### src/rtl/bcd_pkg.sv
// Shared types and nibble helpers for the BCD scan counter.
// Every digit cell and the top import these so the BCD rules live in one place.
package bcd_pkg;

    typedef logic [3:0] bcd_t;

    localparam bcd_t BCD_MAX  = 4'd9;
    localparam bcd_t BCD_ZERO = 4'd0;

    // Codes 10..15 are not decimal digits; collapse them to zero.
    function automatic bcd_t bcd_sanitize(input bcd_t nib);
        return (nib > BCD_MAX) ? BCD_ZERO : nib;
    endfunction

    function automatic bcd_t bcd_inc(input bcd_t nib);
        return (nib >= BCD_MAX) ? BCD_ZERO : bcd_t'(nib + 4'd1);
    endfunction

    function automatic bcd_t bcd_dec(input bcd_t nib);
        return (nib == BCD_ZERO) ? BCD_MAX : bcd_t'(nib - 4'd1);
    endfunction

    // Digit value that allows a step to ripple into the next digit.
    function automatic logic bcd_is_term(input bcd_t nib, input logic up);
        return up ? (nib == BCD_MAX) : (nib == BCD_ZERO);
    endfunction

endpackage

### src/rtl/bcd_digit.sv
// One decimal digit of the counter: load, step up/down with wrap, and a
// terminal flag that lets the step ripple into the next digit.
module bcd_digit
    import bcd_pkg::*;
(
    input  logic clk,
    input  logic rst_n,
    input  logic load,
    input  bcd_t load_nib,
    input  logic step,
    input  logic up,
    output bcd_t nib_o,
    output logic term_o
);

    bcd_t r_nib_q;
    bcd_t w_nib_d;

    // Load has priority over step so a simultaneous request never counts.
    always_comb begin
        w_nib_d = r_nib_q;
        if (load) begin
            w_nib_d = bcd_sanitize(load_nib);
        end else if (step) begin
            w_nib_d = up ? bcd_inc(r_nib_q) : bcd_dec(r_nib_q);
        end
    end

    always_ff @(posedge clk) begin
        if (!rst_n) begin
            r_nib_q <= BCD_ZERO;
        end else begin
            r_nib_q <= w_nib_d;
        end
    end

    assign nib_o  = r_nib_q;
    assign term_o = bcd_is_term(r_nib_q, up);

endmodule

### src/rtl/bcd_scan_counter.sv
// Multi-digit BCD up/down counter with a time-multiplexed digit scanner that
// presents one digit at a time on A/B/C/D together with a one-hot select.
module bcd_scan_counter
    import bcd_pkg::*;
#(
    parameter int unsigned DIGITS   = 4,
    parameter int unsigned SCAN_DIV = 1000
) (
    input  logic                  clk,
    input  logic                  rst_n,
    input  logic                  en,
    input  logic                  up,
    input  logic                  load,
    input  logic [4*DIGITS-1:0]   load_val,
    output logic [4*DIGITS-1:0]   count_o,
    output logic                  carry_o,
    output logic                  A,
    output logic                  B,
    output logic                  C,
    output logic                  D,
    output logic [DIGITS-1:0]     digit_sel
);

    localparam int unsigned DivW = (SCAN_DIV > 1) ? $clog2(SCAN_DIV) : 1;
    localparam int unsigned IdxW = (DIGITS > 1) ? $clog2(DIGITS) : 1;

    // ------------------------------------------------------------------
    // Counter: ripple enable through the digit cells
    // ------------------------------------------------------------------
    logic              w_step_en;
    logic [DIGITS:0]   w_lower;
    logic [DIGITS-1:0] w_term;
    logic [DIGITS-1:0] w_step;

    assign w_step_en  = en & ~load;
    assign w_lower[0] = 1'b1;

    for (genvar gi = 0; gi < DIGITS; gi++) begin : g_digit
        bcd_digit u_digit (
            .clk      (clk),
            .rst_n    (rst_n),
            .load     (load),
            .load_nib (load_val[4*gi +: 4]),
            .step     (w_step[gi]),
            .up       (up),
            .nib_o    (count_o[4*gi +: 4]),
            .term_o   (w_term[gi])
        );

        assign w_step[gi]    = w_step_en & w_lower[gi];
        assign w_lower[gi+1] = w_lower[gi] & w_term[gi];
    end

    logic r_carry_q;

    always_ff @(posedge clk) begin
        if (!rst_n) begin
            r_carry_q <= 1'b0;
        end else begin
            r_carry_q <= w_step_en & w_lower[DIGITS];
        end
    end

    assign carry_o = r_carry_q;

    // ------------------------------------------------------------------
    // Scan divider and digit index, free-running from reset
    // ------------------------------------------------------------------
    logic [DivW-1:0] r_div_q;
    logic [DivW-1:0] w_div_d;
    logic            w_div_term;
    logic [IdxW-1:0] r_idx_q;
    logic [IdxW-1:0] w_idx_d;

    assign w_div_term = (r_div_q == DivW'(SCAN_DIV - 1));

    always_comb begin
        w_div_d = r_div_q + 1'b1;
        w_idx_d = r_idx_q;
        if (w_div_term) begin
            w_div_d = '0;
            if (r_idx_q == IdxW'(DIGITS - 1)) begin
                w_idx_d = '0;
            end else begin
                w_idx_d = r_idx_q + 1'b1;
            end
        end
    end

    always_ff @(posedge clk) begin
        if (!rst_n) begin
            r_div_q <= '0;
            r_idx_q <= '0;
        end else begin
            r_div_q <= w_div_d;
            r_idx_q <= w_idx_d;
        end
    end

    // ------------------------------------------------------------------
    // Output mux: select and code both follow the next index so they
    // always change on the same edge.
    // ------------------------------------------------------------------
    bcd_t              w_nib_sel;
    logic [DIGITS-1:0] w_sel_d;

    always_comb begin
        w_nib_sel = BCD_ZERO;
        w_sel_d   = '0;
        for (int i = 0; i < DIGITS; i++) begin
            if (w_idx_d == IdxW'(i)) begin
                w_nib_sel  = count_o[4*i +: 4];
                w_sel_d[i] = 1'b1;
            end
        end
    end

    bcd_t              r_abcd_q;
    logic [DIGITS-1:0] r_sel_q;

    always_ff @(posedge clk) begin
        if (!rst_n) begin
            r_abcd_q <= BCD_ZERO;
            r_sel_q  <= DIGITS'(1);
        end else begin
            r_abcd_q <= w_nib_sel;
            r_sel_q  <= w_sel_d;
        end
    end

    assign A         = r_abcd_q[3];
    assign B         = r_abcd_q[2];
    assign C         = r_abcd_q[1];
    assign D         = r_abcd_q[0];
    assign digit_sel = r_sel_q;

endmodule
### config.mk
export PLATFORM = sky130hd
export DESIGN_NAME = bcd_scan_counter
export DESIGN_NICKNAME = d
export VERILOG_FILES = /design/src/rtl/bcd_pkg.sv /design/src/rtl/bcd_digit.sv /design/src/rtl/bcd_scan_counter.sv
export SDC_FILE = /design/constraint.sdc
export NUM_CORES = 1
export LEC_CHECK = 0
export BUFFER_PORTS_ARGS = -buffer_cell sky130_fd_sc_hd__buf_2
export CORE_AREA = 3 3 75 77
export CTS_CLUSTER_SIZE = 14
export DETAILED_ROUTE_END_ITERATION = 10
export DIE_AREA = 0 0 78 80
export PLACE_DENSITY = 0.72
export SLEW_MARGIN = 10
export SYNTH_ARGS = -nofsm -noshare
export SYNTH_HDL_FRONTEND = slang
export SYNTH_SLANG_ARGS = --single-unit
### constraint.sdc
create_clock -name clk -period 1.8 [get_ports clk]
set_input_delay 0.09 -clock clk [delete_from_list [all_inputs] [get_ports clk]]
set_output_delay 0.09 -clock clk [all_outputs]
set_load 0.03 [all_outputs]
# Yosys cells after proc, flatten, opt, wreduce, memory -nomap -nowiden
# Index checks and enable logic that the tools add are counted.
[totals]
wordCells = 94
ff_bits = 37
ramBits = 0
romBits = 0
in_bits = 21
mem_count = 0
latchBits = 0
[classes]
mul = 0
mux = 38
n_reduce_logical = 10
magnitude_cmp = 8
shifts = 0
n_addsub = 10
n_eq_ne = 9
n_div = 0
bitwise_logic = 10
[ops]
columns = ["op", "count"]
rows = [
  ["4-bit 2-to-1 mux", 28],
  ["4-bit by 1-bit adder with 4-bit output (second input constant)", 4],
  ["4-bit == test (second input constant)", 4],
  ["4-bit >= comparator (second input constant)", 4],
  ["4-bit > comparator (second input constant)", 4],
  ["4-bit logical NOT", 4],
  ["4-bit by 1-bit subtractor with 4-bit output (second input constant)", 4],
  ["10-bit by 1-bit adder with 10-bit output (second input constant)", 1],
  ["10-bit == test (second input constant)", 1],
  ["1-bit bitwise AND", 8],
  ["1-bit 2-to-1 mux", 8],
  ["2-bit nonzero test", 4],
  ["2-bit == test (second input constant)", 3],
  ["2-bit 2-to-1 mux", 2],
  ["2-bit by 1-bit adder with 2-bit output (second input constant)", 1],
  ["2-bit by 1-bit == test with 1-bit output (second input constant)", 1],
  ["2-bit logical NOT", 1],
  ["1-bit NOT", 2],
  ["2-bit OR reduction", 1],
]

# Longest topological paths before layout
# Gate-level depths: netlist (run 1).
[depth]
word_depth = 8
depth_mapped = 7

# By module
# From an unflattened synthesis (run 1), not the netlist that was laid out.
[unflattened]
cells_unflattened = 372
area_unflattened_um2 = 2977.9
[by_module_without_submodules]
columns = ["mod", "n_inst", "area_per_inst_um2", "seq_area_each_um2", "cells_each"]
rows = [
  ["bcd_digit", 4, 470.5, 80.1, 61],
  ["bcd_scan_counter", 1, 1096.1, 420.4, 128],
]

# Least setup slack after synthesis (run 1)
# Ideal clock, no wire load.
[synth_path]
path_type = "register to register"
from = "register g_digit[1].u_digit.r_nib_q[0]"
to = "register g_digit[2].u_digit.r_nib_q[3]"
path_buffers = 0
path_slack_ns = -0.342
required_ns = 1.680
arrival_time_ns = 2.022
stages_incl_launch_ff = 8
path_cell_list = "dfxtp_1 -> inv_1 -> ha_1 -> or3b_2 -> a21oi_1 -> nand2_1 -> and3b_1 -> o31a_1"
[synth_via]
elab_chain_len = 5
word_cells_on_any_way = 6
[synth_rtl]
columns = ["item", "line", "text"]
rows = [
  ["from (decl)", "bcd_digit.sv:16", "bcd_t r_nib_q;"],
  ["from (signal assigned)", "bcd_digit.sv:33", "r_nib_q <= w_nib_d;"],
  ["4-bit == test or 4-bit logical NOT (tied branches)", "bcd_pkg.sv:25", "return up ? (nib == BCD_MAX) : (nib == BCD_ZERO);"],
  ["1-bit 2-to-1 mux (*)", "bcd_pkg.sv:25", ""],
  ["1-bit bitwise AND (*)", "bcd_scan_counter.sv:51", "assign w_lower[gi+1] = w_lower[gi] & w_term[gi];"],
  ["1-bit bitwise AND (*)", "bcd_scan_counter.sv:50", "assign w_step[gi] = w_step_en & w_lower[gi];"],
  ["2-bit nonzero test (no line) (*)", "--", ""],
  ["to (signal assigned)", "bcd_digit.sv:33", ""],
  ["to (decl)", "bcd_digit.sv:16", ""],
]
# Every way passes the cells marked *; elsewhere a longest branch is shown, timed or not.
# A chain may end at the register's enable or synchronous reset.

# Final worst setup path (run 1)
[layout_path]
from = "register g_digit[0].u_digit.r_nib_q[1]"
to = "register g_digit[2].u_digit.r_nib_q[3]"
[layout_via]
elab_chain_len = 5
word_cells_on_any_way = 6
[layout_rtl]
columns = ["item", "line"]
rows = [
  ["from (decl)", "bcd_digit.sv:16"],
  ["from (signal assigned)", "bcd_digit.sv:33"],
  ["4-bit == test or 4-bit logical NOT (tied branches)", "bcd_pkg.sv:25"],
  ["1-bit 2-to-1 mux (*)", "bcd_pkg.sv:25"],
  ["1-bit bitwise AND (*)", "bcd_scan_counter.sv:51"],
  ["1-bit bitwise AND (*)", "bcd_scan_counter.sv:50"],
  ["2-bit nonzero test (no line) (*)", "--"],
]
# Marked as above.

==> flow_summary.ini, run 1 <==
[floorplanning]
die_height_microns = 80
row_count = 26
initial_core_util_pct = 50.2
fp.coreArea_sq_um = 5070
die_area_sq_um = 6240
io_pins = 46
dieWidth_microns = 78

[setup_path]
worstPathMaxFanout = 6
crit_start = g_digit[0].u_digit.nib_o[1]
worst_r2r_endpoint = g_digit[2].u_digit.nib_o[3]
timing.rr.start = g_digit[0].u_digit.nib_o[1]
worst_ep_arrival_time_ns = 2.02
r2r_slack_ns = -0.04
start_kind = flip-flop
cp-end-kind = flip-flop
ff2ff_path_depth = 7
required_ns = 1.98
timing.setup.critical_path_class = flip-flop to flip-flop

[timing]
min_period_ns = 1.84
finalClockSkew_ns = 0.00543
slew-limit-headroom_pct = 68.8
max_freq_mhz = 543
fin_ws_ns = -0.0405
maxSlewViolCount = 0
tightest_slew_ns = 0.467
period_share_pct = 102
fin_tns_setup_ns = -0.0930
setup_viol = 5
final_hold_viol_count = 0
rsz0062_at_grt = yes

[yosys]
synth_edf_count = 0
yosys-top-cells-area = dfxtp_1 (29%), ha_1 (8.8%), o21ai_0 (4.9%)
seq_area_frac_synth_pct = 29.0
ys_warn_count = 0
ys_types = 56
synth_seq_cells = 37
ys.flop_type = dfxtp_1
synthArstFlopShare_pct = 0
synth_top_area_share_pct = 29.0
synth_largest_area_cell = dfxtp_1
synth_area_per_cell_sq_um = 8.02
synth_nets = 357
syn_area_sq_um = 2550
synthCells = 318

[min_path]
hp-start = load_val[9]
hp-class = primary input to flip-flop
whs_path_depth = 3
holdPathEnd = g_digit[2].u_digit.nib_o[1]

[layout]
seq_area_sq_um = 766
utilization_pct = 68.7
stdcell_area_sq_um = 3490
final_cells = 480
area_growth_pct = 36.8
diodes = 0
layout-drive-gt1-share_pct = 37.3
multiInputGateArea_sq_um = 1820
fillers = 431
layout.nets = 448

[run_status]
outcome = finished, violations left
violations = negative setup slack

[placement]
dp_hpwl_microns = 5110
gp_congestion = 0.903
dpl_cell_area_sq_um = 3230
dp_cells = 465
io_buffer_count = 45
place_ws_ns = -0.0509

[clocking]
cts_max_level = 2
cts.sink_count = 37
clkSlewWorstSetupHoldPaths_ns = 0.08
cts-root-buf = clkbuf_8
tritoncts = built
cts_made_buffers = 5
clk_latency_ns = 0.29
cts_buffer_depth = 2

[pwr]
peakVddDrop_uv = 318
powerDensity_nw_per_um2 = 605
p_leak_nw = 1.59

[routing]
wirelength_microns = 6990
vias = 2737
routedWlPerCell_microns = 14.6
post-route-drc-count = 0
drt_pass1_iterations = 4
post_drt_via_cell_ratio = 5.70
initialDrtViolationCount = 154
ant_nets = 0

[run]
drv_cap = 0

[grt]
grt_pass1_wl_microns = 11500
grt_max_degree = 29
grt_pass1_vias = 2553
antenna_found_initial = 0
gr-usage-all-layers_pct = 22.7
overflow = 0
synth_stat cells (all sizes together) (7+ instances only):
library cell  instances
a21oi                21
clkbuf               13
dfxtp                37
ha                   18
inv                  17
mux2i                10
nand2                20
nand2b               15
nand3                 8
nor2                 28
nor2b                 7
o21ai                25
flip-flops by register name (all words and copies together), names as in the netlist:
| register | flops |
|---|---|
| g_digit.u_digit.nib_o | 16 |
| r_div_q | 10 |
| digit_sel | 4 |
| r_abcd_q | 4 |
| r_idx_q | 2 |
| carry_o | 1 |
worst max path at each step:
stage / endpoint / slack [ns] / cells past startpoint
2_1_floorplan: g_digit[2].u_digit.nib_o[3] / -0.07 / 7
3_3_place_gp: r_abcd_q[2] / -0.02 / 6
3_5_place_dp: r_abcd_q[2] / -0.05 / 6
4_1_cts: g_digit[2].u_digit.nib_o[3] / -0.04 / 7
5_1_grt: g_digit[2].u_digit.nib_o[2] / -0.09 / 7
6_report: g_digit[2].u_digit.nib_o[3] / -0.04 / 7
critical path: stages, from the launching register on:
cell,delay [ns]
dfxtp_4,0.36
inv_4,0.06
ha_4,0.12
or4b_4,0.50
a21boi_4,0.21
nand2_4,0.09
and3b_1,0.17
o31a_1,0.22
cell families after synthesis:
family	share of synthesized area (%)
simple gates	23.3
compound gates	25.3
flops	29.0
buf+inv	5.15
fa+ha+maj	8.83
mux	5.00
xor+xnor	3.43
stage by stage:
stage | hold slack [ns] | power, mW
after floorplan | 0.198 | 1.26
after global placement | 0.342 | 1.47
after detailed placement | 0.333 | 1.48
after CTS | 0.0308 | 2.07
after global routing | 0.0681 | 2.23
final | 0.0332 | 2.11
power breakdown:
part	total [mW]	internal, mW	switching (mW)	leakage [nW]
registers	0.883	0.851	0.0318	0.307
logic	0.641	0.292	0.350	1.23
clock network	0.585	0.269	0.316	0.0482
total	2.11	1.41	0.698	1.59
routing by layer:
layer  up-vias  global-route usage [%]  part of all wire, %
met5         -                       0                    0
met4         0                    7.34                  1.9
met3        14                    3.72                  7.3
met2       109                    40.2                   50
met1      1275                    27.9                   41
li1       1339                       -                    -
cells in the final DEF (no fill, tap or decap), types with 5 or more instances in the layout:
cell / instances
o21ai_0: 23
and3_1: 6
mux2i_1: 7
dfxtp_2: 5
buf_4: 54
xor2_1: 6
dfxtp_1: 27
ha_1: 13
buf_2: 45
nand2_1: 19
nor2b_1: 7
dfxtp_4: 5
inv_1: 12
nor2_1: 27
clkbuf_8: 5
nand2b_1: 15
a21oi_1: 18
nand3_1: 8
final cells by class:
class	count	share of cell area (%)
clock buffers	5	1.97
clock inverters	3	0.466
inverters	17	1.97
multi-input cells	247	52.1
flip-flops and latches	37	22.0
well taps	70	2.51
repair buffers	101	19.0
repair_timing:
action,CTS,global route
pin swaps,4,17
resized for setup,4,26
setup buffers,4,3
hold endpoints to repair,0,0
setup endpoints to repair,12,20
hold buffers,0,0
No activity file was read; power rests on OpenSTA's default activity.
==> run 2, diff against run 1 <==
--- a/config.mk
+++ b/config.mk
@@ -10,8 +10,10 @@
 export CTS_CLUSTER_SIZE = 14
 export DETAILED_ROUTE_END_ITERATION = 10
 export DIE_AREA = 0 0 78 80
-export PLACE_DENSITY = 0.72
+export PLACE_DENSITY = 0.75
+export RECOVER_POWER = 25
 export SLEW_MARGIN = 10
 export SYNTH_ARGS = -nofsm -noshare
 export SYNTH_HDL_FRONTEND = slang
 export SYNTH_SLANG_ARGS = --single-unit
+export TNS_END_PERCENT = 30
==> flow_summary.ini, run 2 (synthesis results as in run 1) <==
[pwr]
peakVddDrop_uv = 372
p_leak_nw = 1.54
powerDensity_nw_per_um2 = 617

[grt]
overflow = 0
grt_pass1_wl_microns = 11000
grt_pass1_vias = 2468
antenna_found_initial = 0
grt_max_degree = 29
gr-usage-all-layers_pct = 21.7

[min_path]
hp-start = load_val[10]
hp-class = primary input to flip-flop

[routing]
post-route-drc-count = 0
vias = 2666
initialDrtViolationCount = 149
drt_pass1_iterations = 4
wirelength_microns = 6660
post_drt_via_cell_ratio = 5.59
routedWlPerCell_microns = 14.0
ant_nets = 0

[floorplanning]
io_pins = 46
die_area_sq_um = 6240
fp.coreArea_sq_um = 5070
dieWidth_microns = 78
initial_core_util_pct = 50.2
row_count = 26
die_height_microns = 80

[setup_path]
cp_slowest_cell = or4b_4
worst_ep_arrival_time_ns = 2.03
max_stage_delay_ns = 0.51
timing.rr.start = g_digit[0].u_digit.nib_o[1]
worstPathMaxFanout = 6
cp-end-kind = flip-flop
required_ns = 1.99
timing.setup.critical_path_class = flip-flop to flip-flop
start_kind = flip-flop
crit_start = g_digit[0].u_digit.nib_o[1]
path_cells = inv_4 > ha_4 > or4b_4 > a21boi_4 > nand2_4 > and3b_1 > o31a_1

[layout]
final_common_cell = buf_4
layout.nets = 445
area_growth_pct = 34.2
diodes = 0
layout_common_cells = buf_4 (53), buf_2 (35), nor2_1 (28)
layout-drive-gt1-share_pct = 33.2
final_cells = 477
largest_reg_flops = 16
stdcell_area_sq_um = 3420

[timing]
period_share_pct = 102
setup_viol = 4
slew-limit-headroom_pct = 70.1
final_hold_viol_count = 0
max_freq_mhz = 544
fin_ws_ns = -0.0390
finalClockSkew_ns = 0.00878
maxSlewViolCount = 0
rsz0062_at_grt = yes
min_period_ns = 1.84
fin_tns_setup_ns = -0.0628
whs_ns = 0.0206
tightest_slew_ns = 0.448

[clocking]
cts_max_level = 2
cts.sink_count = 37
cts_hold_buf = 0
cts_buffer_depth = 2
tritoncts = built
clkSlewWorstSetupHoldPaths_ns = 0.08
clk_latency_ns = 0.30
cts_made_buffers = 5
cts-root-buf = clkbuf_8

[run_status]
outcome = finished, violations left
violations = negative setup slack

[run]
drv_cap = 0

[placement]
dp_hpwl_microns = 5030
place_ws_ns = -0.0507
dpl_cell_area_sq_um = 3220
dp_cells = 466
gp_congestion = 0.937
io_buffer_count = 45
[run 2: final timing paths]
kind	endpoint	slack, ns	cells after the start
max	g_digit[2].u_digit.nib_o[3]	-0.04	7
min	g_digit[2].u_digit.nib_o[2]	0.02	3
max reg2reg	g_digit[2].u_digit.nib_o[3]	-0.04	7
min reg2reg	r_div_q[8]	0.53	2
[run 2: timing repair]
action | in CTS | in global routing
setup endpoints to repair | 9 | 15
resized for setup | 3 | 18
buffers inserted | 1 | 2
pin swaps | 2 | 6
[run 2: layout make-up]
type                    count  area (sq um)
multi-input cells         247          1800
inverters                  17          66.3
fillers                   430          1650
repair buffers             98           611
clock buffers               6          82.6
clock inverters             2          13.8
well taps                  70          87.6
flip-flops and latches     37           766
[run 2: routing by layer]
metal | share of wire (%) | up-vias | GRT usage, %
met5 | 0 | - | 0
met4 | 2.0 | 0 | 8.92
met3 | 5.3 | 14 | 3.27
met2 | 49 | 76 | 36.5
met1 | 44 | 1245 | 27.7
li1 | - | 1331 | -
[run 2: metrics by stage]
| step | utilization [%] | power [mW] |
|---|---|---|
| after detailed placement | 63.5 | 1.47 |
| after CTS | 65.7 | 2.09 |
| after global routing | 67.5 | 2.22 |
| after global placement | 63.5 | 1.46 |
| final | 67.5 | 2.11 |
| after floorplan | - | 1.25 |
[run 2: worst max-delay path, delay by kind of cell, from the launching register on]
kind,cells,cell delay (ns)
flops,1,0.36
compound gates,2,0.43
simple gates,3,0.77
fa+ha+maj,1,0.12
buf+inv,1,0.06
[run 2: report_power, final]
part	internal, mW	total [mW]	switching (mW)
logic	0.270	0.602	0.332
registers	0.851	0.885	0.0343
clock network	0.310	0.625	0.315
total	1.43	2.11	0.681
